`src/rtl/irq_ctrl.sv`:
```
// External interrupt controller ahead of CP0: latches edge/level sources into PEND,
// presents the lowest-index eligible source on irq/irq_id and holds it in service until ERET.
module irq_ctrl #(
  parameter int unsigned N_SRC = 8,
  localparam int unsigned IW = (N_SRC > 1) ? $clog2(N_SRC) : 1
) (
  input  logic             clk,
  input  logic             rst,
  input  logic [N_SRC-1:0] src_in,
  input  logic             cfg_we,
  input  logic [1:0]       cfg_addr,
  input  logic [31:0]      cfg_wdata,
  output logic [31:0]      cfg_rdata,
  input  logic             irq_take,
  input  logic             irq_done,
  output logic             irq,
  output logic [IW-1:0]    irq_id
);

  typedef enum logic [1:0] {
    IDLE    = 2'd0,
    REQ     = 2'd1,
    SERVICE = 2'd2
  } state_e;

  state_e           state_q, state_d;
  logic [N_SRC-1:0] mask_q, mask_d;
  logic [N_SRC-1:0] edge_q, edge_d;
  logic [N_SRC-1:0] pend_q, pend_d;
  logic [N_SRC-1:0] isr_q, isr_d;
  logic [N_SRC-1:0] src_prev_q;
  logic             irq_q, irq_d;
  logic [IW-1:0]    irq_id_q, irq_id_d;

  logic [N_SRC-1:0] rise;
  logic [N_SRC-1:0] elig;
  logic [N_SRC-1:0] w1c_clr;
  logic [N_SRC-1:0] take_clr;
  logic [N_SRC-1:0] id_onehot;
  logic [N_SRC-1:0] rd_sel;
  logic             win_found;
  logic [IW-1:0]    win_id;
  logic             unused_wdata;

  assign unused_wdata = ^cfg_wdata;

  always_comb begin
    rise    = src_in & ~src_prev_q;
    elig    = pend_q & mask_q;
    w1c_clr = '0;
    if (cfg_we && (cfg_addr == 2'd2)) begin
      w1c_clr = cfg_wdata[N_SRC-1:0];
    end
    id_onehot           = '0;
    id_onehot[irq_id_q] = 1'b1;
    win_found = 1'b0;
    win_id    = '0;
    for (int unsigned i = 0; i < N_SRC; i++) begin
      if (elig[i] && !win_found) begin
        win_found = 1'b1;
        win_id    = IW'(i);
      end
    end
  end

  // Take beats withdrawal: the take branch is tested first in REQ.
  always_comb begin
    state_d  = state_q;
    irq_d    = irq_q;
    irq_id_d = irq_id_q;
    isr_d    = isr_q;
    take_clr = '0;
    unique case (state_q)
      IDLE: begin
        irq_d = 1'b0;
        if (win_found) begin
          irq_id_d = win_id;
          irq_d    = 1'b1;
          state_d  = REQ;
        end
      end
      REQ: begin
        if (irq_take) begin
          isr_d    = id_onehot;
          take_clr = id_onehot;
          irq_d    = 1'b0;
          state_d  = SERVICE;
        end else if (!(pend_q[irq_id_q] && mask_q[irq_id_q])) begin
          irq_d   = 1'b0;
          state_d = IDLE;
        end
      end
      SERVICE: begin
        if (irq_done) begin
          isr_d   = '0;
          state_d = IDLE;
        end
      end
      default: begin
        irq_d   = 1'b0;
        state_d = IDLE;
      end
    endcase
  end

  // Edge bits: set wins over W1C/take clear. Level bits simply track the line.
  always_comb begin
    pend_d = (edge_q & ((pend_q & ~(w1c_clr | take_clr)) | rise)) | (~edge_q & src_in);
    mask_d = mask_q;
    edge_d = edge_q;
    if (cfg_we && (cfg_addr == 2'd0)) mask_d = cfg_wdata[N_SRC-1:0];
    if (cfg_we && (cfg_addr == 2'd1)) edge_d = cfg_wdata[N_SRC-1:0];
  end

  always_ff @(posedge clk) begin
    if (rst) begin
      state_q    <= IDLE;
      mask_q     <= '0;
      edge_q     <= '0;
      pend_q     <= '0;
      isr_q      <= '0;
      src_prev_q <= '0;
      irq_q      <= 1'b0;
      irq_id_q   <= '0;
    end else begin
      state_q    <= state_d;
      mask_q     <= mask_d;
      edge_q     <= edge_d;
      pend_q     <= pend_d;
      isr_q      <= isr_d;
      src_prev_q <= src_in;
      irq_q      <= irq_d;
      irq_id_q   <= irq_id_d;
    end
  end

  always_comb begin
    unique case (cfg_addr)
      2'd0:    rd_sel = mask_q;
      2'd1:    rd_sel = edge_q;
      2'd2:    rd_sel = pend_q;
      default: rd_sel = isr_q;
    endcase
    cfg_rdata              = '0;
    cfg_rdata[N_SRC-1:0]   = rd_sel;
  end

  assign irq    = irq_q;
  assign irq_id = irq_id_q;

endmodule

```
`config.mk`:
```
export PLATFORM = sky130hd
export DESIGN_NAME = irq_ctrl
export DESIGN_NICKNAME = d
export VERILOG_FILES = /design/src/rtl/irq_ctrl.sv
export SDC_FILE = /design/constraint.sdc
export NUM_CORES = 1
export LEC_CHECK = 0
export ABC_AREA = 1
export BUFFER_PORTS_ARGS = -buffer_cell sky130_fd_sc_hd__buf_4
export CAP_MARGIN = 40
export CORE_MARGIN = 2
export CORE_UTILIZATION = 50
export CTS_CLUSTER_SIZE = 8
export DETAILED_ROUTE_END_ITERATION = 8
export GPL_TIMING_DRIVEN = 0
export PLACE_DENSITY = 0.85
export REMOVE_ABC_BUFFERS = 1
export SYNTH_ARGS = -nofsm -noshare
export SYNTH_HDL_FRONTEND = slang
export SYNTH_SLANG_ARGS = --single-unit
```
`constraint.sdc`:
```
create_clock -name clk -period 1.65 [get_ports clk]
set_input_delay 0.33 -clock clk [delete_from_list [all_inputs] [get_ports clk]]
set_output_delay 0.33 -clock clk [all_outputs]
set_load 0.02 [all_outputs]
```
==> flow_summary.yaml, run 1 <==
run_status:
  outcome: "completed"
clocking:
  root_buffer: "clkbuf_8"
  clkLatencyLatePin_ns: 0.29
  cts_tree: "built"
  cts_sinks: 46
  htreeDepth: 2
  clk_pin_slew_worst_paths_ns: 0.08
  cts_buffers: 5
  clockBufferDepth: 2
detailed_routing:
  drt-pass1-iter-count: 4
  vias: 2349
  viasPerCell: 5.01
  wl_per_cell_um: 12.3
  drt_iter0_markers: 177
  drt-total-wl_um: 5770
  ant_nets: 0
  drt_drc_violations_left: 0
global_routing:
  antenna_found_initial: 0
  grt_pass1_wl_um: 9430
  track_usage: 0.221
  grt_max_degree: 28
  grt_overflow: 0
  grt_pass1_vias: 2072
setup_path:
  cp_top_family: "simple AND/OR/NAND/NOR gates"
  path_buf_inv: 2
  cp.depth: 5
  end_kind: "output port"
  rrSetupSlack_ns: 0.22
  cp_common_cell: "buf_4"
  worstPathMaxFanout: 9
  start_kind: "primary input"
  reg2reg_depth: 10
  slowest_delay_ns: 0.34
  slowest_stage: "nor2_2"
  required_ns: 1.32
  path_cells: "buf_4 > nor2_2 > nand2_1 > o2111ai_1 > buf_4"
  rr_startpoint: "irq_id[0]"
  reg2reg_to: "irq"
  worst_ep_arrival_time_ns: 1.24
  crit_type: "primary input to output port"
floorplanning:
  core_um2: 4750
  ios: 83
  start_util: 0.524
  die_h_um: 74.6
  die_x_um: 74.6
  rows: 25
  dieArea_um2: 5560
timing:
  slew_viol_final: 0
  rsz0062_at_grt: "no"
  fmax_ghz: 0.636
  fin_crit_sh: 0.954
  hold_viol: 0
  fin_skew_ns: 0.00498
  max_slew_margin: 0.572
  finalWorstPathRequiredPeriod_ns: 1.57
  setup_viol: 0
  worstMarginPinSlew_ns: 0.640
synthesis:
  synth_top_area_frac: 0.370
  synthSimpleGateAreaFrac: 0.283
  seq_area_frac_synth: 0.370
  synth_top_area_cell: "dfxtp_1"
  synth-xor-area-share: 0
  synthCells: 369
  yosys-top-cells-area: "dfxtp_1 37%, nand2_1 13%, inv_1 8.9%"
  synthAdderAreaFrac: 0
  ys_types: 29
  synth.avg_cell_area_um2: 6.75
  muxShareOfSynthArea: 0
  synth_compound_area_frac: 0.155
  synth_top_family_by_area: "simple AND/OR/NAND/NOR gates"
  syn-cell-area_um2: 2490
  yosys_warnings: 0
  yosys_register_bits: 46
placed_design:
  placed_area_um2: 2670
  io_buffers: 34
  hpwl_um: 4230
  gp_congestion: 0.922
finish:
  final_cell_mix: "88 x nand2_1, 59 x inv_1, 46 x dfxtp_1, 38 x buf_4, 28 x a21oi_1"
  final_net_count: 449
  final_core_util: 0.586
  area_growth_pct: 11.9
  insertedDiodeCount: 0
  finalInstanceArea_um2: 2790
  final_common_cell: "nand2_1"
  drive_above_1_share: 0.149
min_path:
  worstHoldStart: "src_in[6]"
  min_path_type: "primary input to flip-flop"
  min_path_cells: 3
  worst_hold_path.endpoint: "src_prev_q[6]"
power_and_ir_drop:
  p_leak_nw: 1.28
  ir_drop_v: 0.000695
  p_per_area_nw_per_um2: 843
job:
  max_cap_viol_count: 0
[worst min-delay path, stage by stage]
cell,delay (ns)
buf_4,0.11
inv_1,0.04
nor2_1,0.04
[cell usage after synthesis (all sizes together)]
library cell   n
buf           32
dfxtp         46
nor2          30
nand2         95
o21ai         26
nand4          9
nand3         21
o21a           1
and2           1
o22ai          3
inv           61
nor3           3
o2111ai        6
a21oi         29
a21boi         1
a32o           1
clkbuf         3
conb           1
[layout make-up]
class / instances / area [um^2]
flip-flops and latches: 46 / 921
repair buffers: 38 / 285
clock buffers: 7 / 76.3
multi-input cells: 250 / 1190
well taps: 67 / 83.8
fillers: 474 / 1970
inverters: 61 / 231
[sequential cells by signal, indices dropped and copies added, names as in the netlist]
name and cells:
edge_q 8, irq 1, irq_id 3, isr_q 8, mask_q 8, pend_q 8, src_prev_q 8, state_q 2
[repair_timing]
item,4_1_cts,5_1_grt
hold buffers,0,0
buffers inserted,4,0
gates resized for setup,2,0
setup endpoints to repair,8,0
[logic make-up after synthesis]
family,Yosys count
and+or+nand+nor,159
buffers and inverters,96
AOI/OAI and AO/OA,67
DFF,46
other,1
[where the power goes]
part           switching (mW)  internal, mW
clock                   0.349         0.292
combinational           0.316         0.168
sequential             0.0547          1.17
[how the worst max path moves through the flow]
stage / startpoint / endpoint
4_1_cts: cfg_addr[0] / cfg_rdata[5]
6_report: cfg_addr[0] / cfg_rdata[5]
3_3_place_gp: cfg_addr[1] / cfg_rdata[0]
2_1_floorplan: cfg_addr[1] / cfg_rdata[0]
3_5_place_dp: cfg_addr[1] / cfg_rdata[7]
5_1_grt: cfg_addr[0] / cfg_rdata[2]
[layer usage]
layer | global-route usage | vias to the layer above | routed length (um)
met3 | 0.0447 | 8 | 408
met5 | 0 | - | 0
li1 | - | 1188 | -
met2 | 0.346 | 91 | 2630
met1 | 0.309 | 1062 | 2660
met4 | 0.0675 | 0 | 80
[metrics by stage]
step / hold slack (ns) / setup WS, ns / power (mW) / setup TNS, ns / instances
3_3_place_gp: 0.449 / -0.241 / 1.71 / -0.792 / 458
4_1_cts: 0.258 / 0.0658 / 2.36 / 0 / 469
3_5_place_dp: 0.455 / -0.291 / 1.72 / -1.19 / 458
2_1_floorplan: 0.392 / 0.208 / 1.55 / 0 / 357
6_report: 0.263 / 0.0765 / 2.35 / 0 / 469
5_1_grt: 0.252 / 0.00479 / 2.48 / 0 / 469
Power figures use the tool's default switching activity.
==> run 2: changes to the inputs <==
Settings changed: RECOVER_POWER from default to 25.
==> run 2 against run 1 <==
  * Die area unchanged
  * Final cell count unchanged
  * Worst setup slack about the same
  * Clock skew about the same
  * Hold slack about the same
  * Core utilization down 0.24 points
  * Non-clock buffer count unchanged
  * Register-to-register slack about the same
  * Critical path type unchanged
  * Largest power group unchanged
==> flow_summary.yaml, run 2 (synthesized netlist as in run 1, its figures left out) <==
setup_path:
  path_buf_inv: 2
  crit_start: "cfg_addr[0]"
  slowest_delay_ns: 0.34
  worstPathMaxFanout: 9
  worst_ep_arrival_time_ns: 1.24
  crit_type: "primary input to output port"
  required_ns: 1.32
  slowest_stage: "nor2_2"
  end_kind: "output port"
  start_kind: "primary input"
  path_cells: "buf_4 > nor2_2 > nand2_1 > o2111ai_1 > buf_4"
  cp_top_family: "simple AND/OR/NAND/NOR gates"
  cp_common_cell: "buf_4"
  rr_startpoint: "irq_id[0]"
finish:
  instances_no_fill: 469
  drive_above_1_share: 0.142
  multi_input_area_um2: 1190
  final_net_count: 449
  area_growth_pct: 11.4
  final_common_cell: "nand2_1"
  seqCellArea_um2: 921
  fillCellCount: 479
  final_cell_mix: "88 x nand2_1, 59 x inv_1, 46 x dfxtp_1, 35 x buf_4, 28 x a21oi_1"
  finalInstanceArea_um2: 2780
  insertedDiodeCount: 0
global_routing:
  grt_max_degree: 28
  grt_pass1_wl_um: 9430
  grt_pass1_vias: 2072
  antenna_found_initial: 0
  track_usage: 0.221
  grt_overflow: 0
placed_design:
  gp_congestion: 0.922
  placed_area_um2: 2670
  dp.cells: 458
  hpwl_um: 4230
  pre_cts_ws_ns: -0.291
  io_buffers: 34
power_and_ir_drop:
  seq_power_share: 0.522
  clkPwrFrac: 0.273
  power_switching_share: 0.307
  p_leak_nw: 1.27
  p_per_area_nw_per_um2: 844
  p_int_mw: 1.62
  ir_drop_v: 0.000695
  combPwrFrac: 0.204
  switching_power_uw: 719
floorplanning:
  start_util: 0.524
  die_x_um: 74.6
  dieArea_um2: 5560
  rows: 25
  die_h_um: 74.6
  core_um2: 4750
  ios: 83
run_status:
  outcome: "completed"
timing:
  hold_viol: 0
  max_slew_margin: 0.572
  finalWorstPathRequiredPeriod_ns: 1.57
  fin_skew_ns: 0.00476
  tns_ns: 0
  rsz0062_at_grt: "no"
  slew_viol_final: 0
  setup_viol: 0
  worstMarginPinSlew_ns: 0.640
  fin_crit_sh: 0.954
  fmax_ghz: 0.636
  fin_ws_ns: 0.0765
detailed_routing:
  drt_iter0_markers: 177
  drt-total-wl_um: 5780
  vias: 2350
  ant_nets: 0
  viasPerCell: 5.01
  drt-pass1-iter-count: 4
  drt_drc_violations_left: 0
  wl_per_cell_um: 12.3
clocking:
  clkLatencyLatePin_ns: 0.29
  cts_tree: "built"
  htreeDepth: 2
  clockBufferDepth: 2
  cts_sinks: 46
  root_buffer: "clkbuf_8"
  cts_buffers: 5
  clk_pin_slew_worst_paths_ns: 0.08
min_path:
  worstHoldStart: "src_in[6]"
  min_path_type: "primary input to flip-flop"
job:
  max_cap_viol_count: 0
run 2: worst min-delay path: stages:
cell and delay [ns]:
buf_4 0.11, inv_1 0.04, nor2_1 0.04
run 2: timing repair:
action                     4_1_cts  5_1_grt
setup endpoints to repair        8        0
buffers inserted                 4        0
resized for setup                2        0
hold endpoints to repair         0        0
hold buffers                     0        0
run 2: power by group through the flow:
stage / clock, mW / combinational (mW) / sequential (mW)
CTS: 0.656 / 0.483 / 1.22
global route: 0.707 / 0.535 / 1.23
finish: 0.641 / 0.478 / 1.22
floorplan: 0 / 0.301 / 1.25
detailed placement: 0 / 0.470 / 1.25
global placement: 0 / 0.466 / 1.25
run 2: layout make-up:
class                      count  area share
clock buffer                   7      0.0275
inverter                      61      0.0834
multi-input combinational    250       0.428
timing repair buffer          38      0.0987
sequential                    46       0.332
tap                           67      0.0302
run 2: through the flow:
step,total power [mW],util,hold slack (ns)
after CTS,2.36,0.586,0.258
after global placement,1.71,0.562,0.449
after floorplan,1.55,-,0.392
after detailed placement,1.72,0.562,0.455
after global routing,2.47,0.584,0.252
final,2.34,0.584,0.263
run 2: final timing paths:
path / endpoint / slack [ns] / cells after the start
max: cfg_rdata[5] / 0.08 / 5
min: src_prev_q[6] / 0.26 / 3
max reg2reg: irq / 0.22 / 10
min reg2reg: isr_q[7] / 0.47 / 2
run 2: metal layers:
layer,GRT usage,share of wire
met4,0.0675,0.014
met5,0,0
met3,0.0447,0.071
met1,0.309,0.46
met2,0.346,0.45
==> run 3: changes to the inputs <==
Settings changed: CELL_PAD_IN_SITES_DETAIL_PLACEMENT from default to 0, CELL_PAD_IN_SITES_GLOBAL_PLACEMENT from default to 1, CORE_UTILIZATION 50 to 35, PLACE_DENSITY 0.85 to 0.86.
==> run 3 against run 2 <==
  * Sequential share of layout area is 0.77 points lower
  * Critical path type unchanged
  * Global-route usage fell by 4.9 points
  * Maximum frequency up 1.8%
  * Via count is 2.4% lower
  * Critical endpoint unchanged
  * Sequential cell count did not move
  * Wire length rose by 8.0%
==> flow_summary.yaml, run 3 (synthesized netlist as in run 1, its figures left out) <==
global_routing:
  grt_pass1_vias: 2167
  grt_max_degree: 28
  track_usage: 0.173
  grt_overflow: 0
  antenna_found_initial: 0
  grt_pass1_wl_um: 10400
timing:
  fin_crit_sh: 0.937
  slew_viol_final: 0
  setup_viol: 0
  fin_skew_ns: 0.00339
  fin_ws_ns: 0.104
  tns_ns: 0
  hold_viol: 0
  max_slew_margin: 0.559
  worstMarginPinSlew_ns: 0.659
  finalWorstPathRequiredPeriod_ns: 1.55
  rsz0062_at_grt: "no"
  fmax_ghz: 0.647
  whs_ns: 0.255
clocking:
  cts_buffers: 5
  root_buffer: "clkbuf_8"
  clk_pin_slew_worst_paths_ns: 0.08
  cts_tree: "built"
  hold_buffers: 0
  clkLatencyLatePin_ns: 0.30
  cts_sinks: 46
  clockBufferDepth: 2
  htreeDepth: 2
power_and_ir_drop:
  power.total_mw: 2.40
  ir_drop_v: 0.000290
  switching_power_uw: 734
  seq_power_share: 0.511
  power_switching_share: 0.306
  clkPwrFrac: 0.282
  p_per_area_nw_per_um2: 843
  p_leak_nw: 1.29
  p_int_mw: 1.66
  combPwrFrac: 0.207
setup_path:
  end_kind: "output port"
  rrSetupSlack_ns: 0.24
  crit_type: "primary input to output port"
  start_kind: "primary input"
  worstPathMaxFanout: 10
  worst_ep_arrival_time_ns: 1.22
  required_ns: 1.32
detailed_routing:
  drt-total-wl_um: 6240
  vias: 2293
  drt-pass1-iter-count: 4
  drt_drc_violations_left: 0
  wl_per_cell_um: 12.5
  viasPerCell: 4.60
  drt_iter0_markers: 162
  ant_nets: 0
finish:
  finalInstanceArea_um2: 2850
  drive_above_1_share: 0.159
  fillCellCount: 754
  final_cell_mix: "89 x nand2_1, 57 x inv_1, 45 x dfxtp_1, 38 x buf_4"
  multi_input_area_um2: 1200
  seqCellArea_um2: 922
  final_common_cell: "nand2_1"
  area_growth_pct: 14.2
  instances_no_fill: 498
  final_core_util: 0.416
  insertedDiodeCount: 0
  final_net_count: 450
floorplanning:
  ios: 83
  dieArea_um2: 7810
  core_um2: 6830
  die_h_um: 88.4
  die_x_um: 88.4
  start_util: 0.365
  rows: 30
placed_design:
  placed_area_um2: 2710
  io_buffers: 34
  pre_cts_ws_ns: -0.387
  dp.cells: 487
  gp_congestion: 0.855
  hpwl_um: 4460
min_path:
  min_path_type: "primary input to flip-flop"
job:
  max_cap_viol_count: 0
run_status:
  outcome: "completed"
run 3: cell types whose count changed in the layout (fill, tap and decap cells not counted), moves of 2 or more:
cell,change
inv_2,+2
clkbuf_1,-4
inv_1,-2
nand2_2,-2
buf_4,+3
run 3: area by class of cell:
cell class,instances,share of cell area
tap,96,0.0422
clock buffer,6,0.0290
multi-input combinational,250,0.422
inverter,61,0.0814
sequential,46,0.324
timing repair buffer,39,0.102
run 3: worst max-delay path: stages:
cell and delay (ns):
buf_4 0.11, inv_2 0.06, nor2_4 0.15, buf_4 0.21
nand2_1 0.06, o2111ai_1 0.10, buf_4 0.18
run 3: what timing repair did:
action                                  in CTS  in global routing
buffers inserted                             5                  0
gates resized for setup                      2                  6
pin swaps                                    1                  0
endpoints found under the setup margin       8                  9
run 3: power groups by stage:
| stage | Sequential (mW) | Combinational, mW | Clock, mW |
|---|---|---|---|
| 4_1_cts | 1.22 | 0.493 | 0.698 |
| 3_5_place_dp | 1.25 | 0.478 | 0 |
| 5_1_grt | 1.24 | 0.557 | 0.749 |
| 6_report | 1.23 | 0.496 | 0.675 |
| 2_1_floorplan | 1.25 | 0.301 | 0 |
| 3_3_place_gp | 1.25 | 0.475 | 0 |
run 3: worst paths after layout:
check,from,end,depth (start not counted)
max,cfg_addr[1],cfg_rdata[5],7
min,src_in[6],src_prev_q[6],3
max reg2reg,pend_q[0],irq_id[2],7
min reg2reg,isr_q[0],isr_q[0],2
run 3: metal layers:
layer	GRT usage	wire length, um	vias up
met5	0	0	-
met4	0.0730	146	0
met3	0.0261	338	12
met2	0.280	2880	64
met1	0.230	2880	1031
li1	-	-	1186
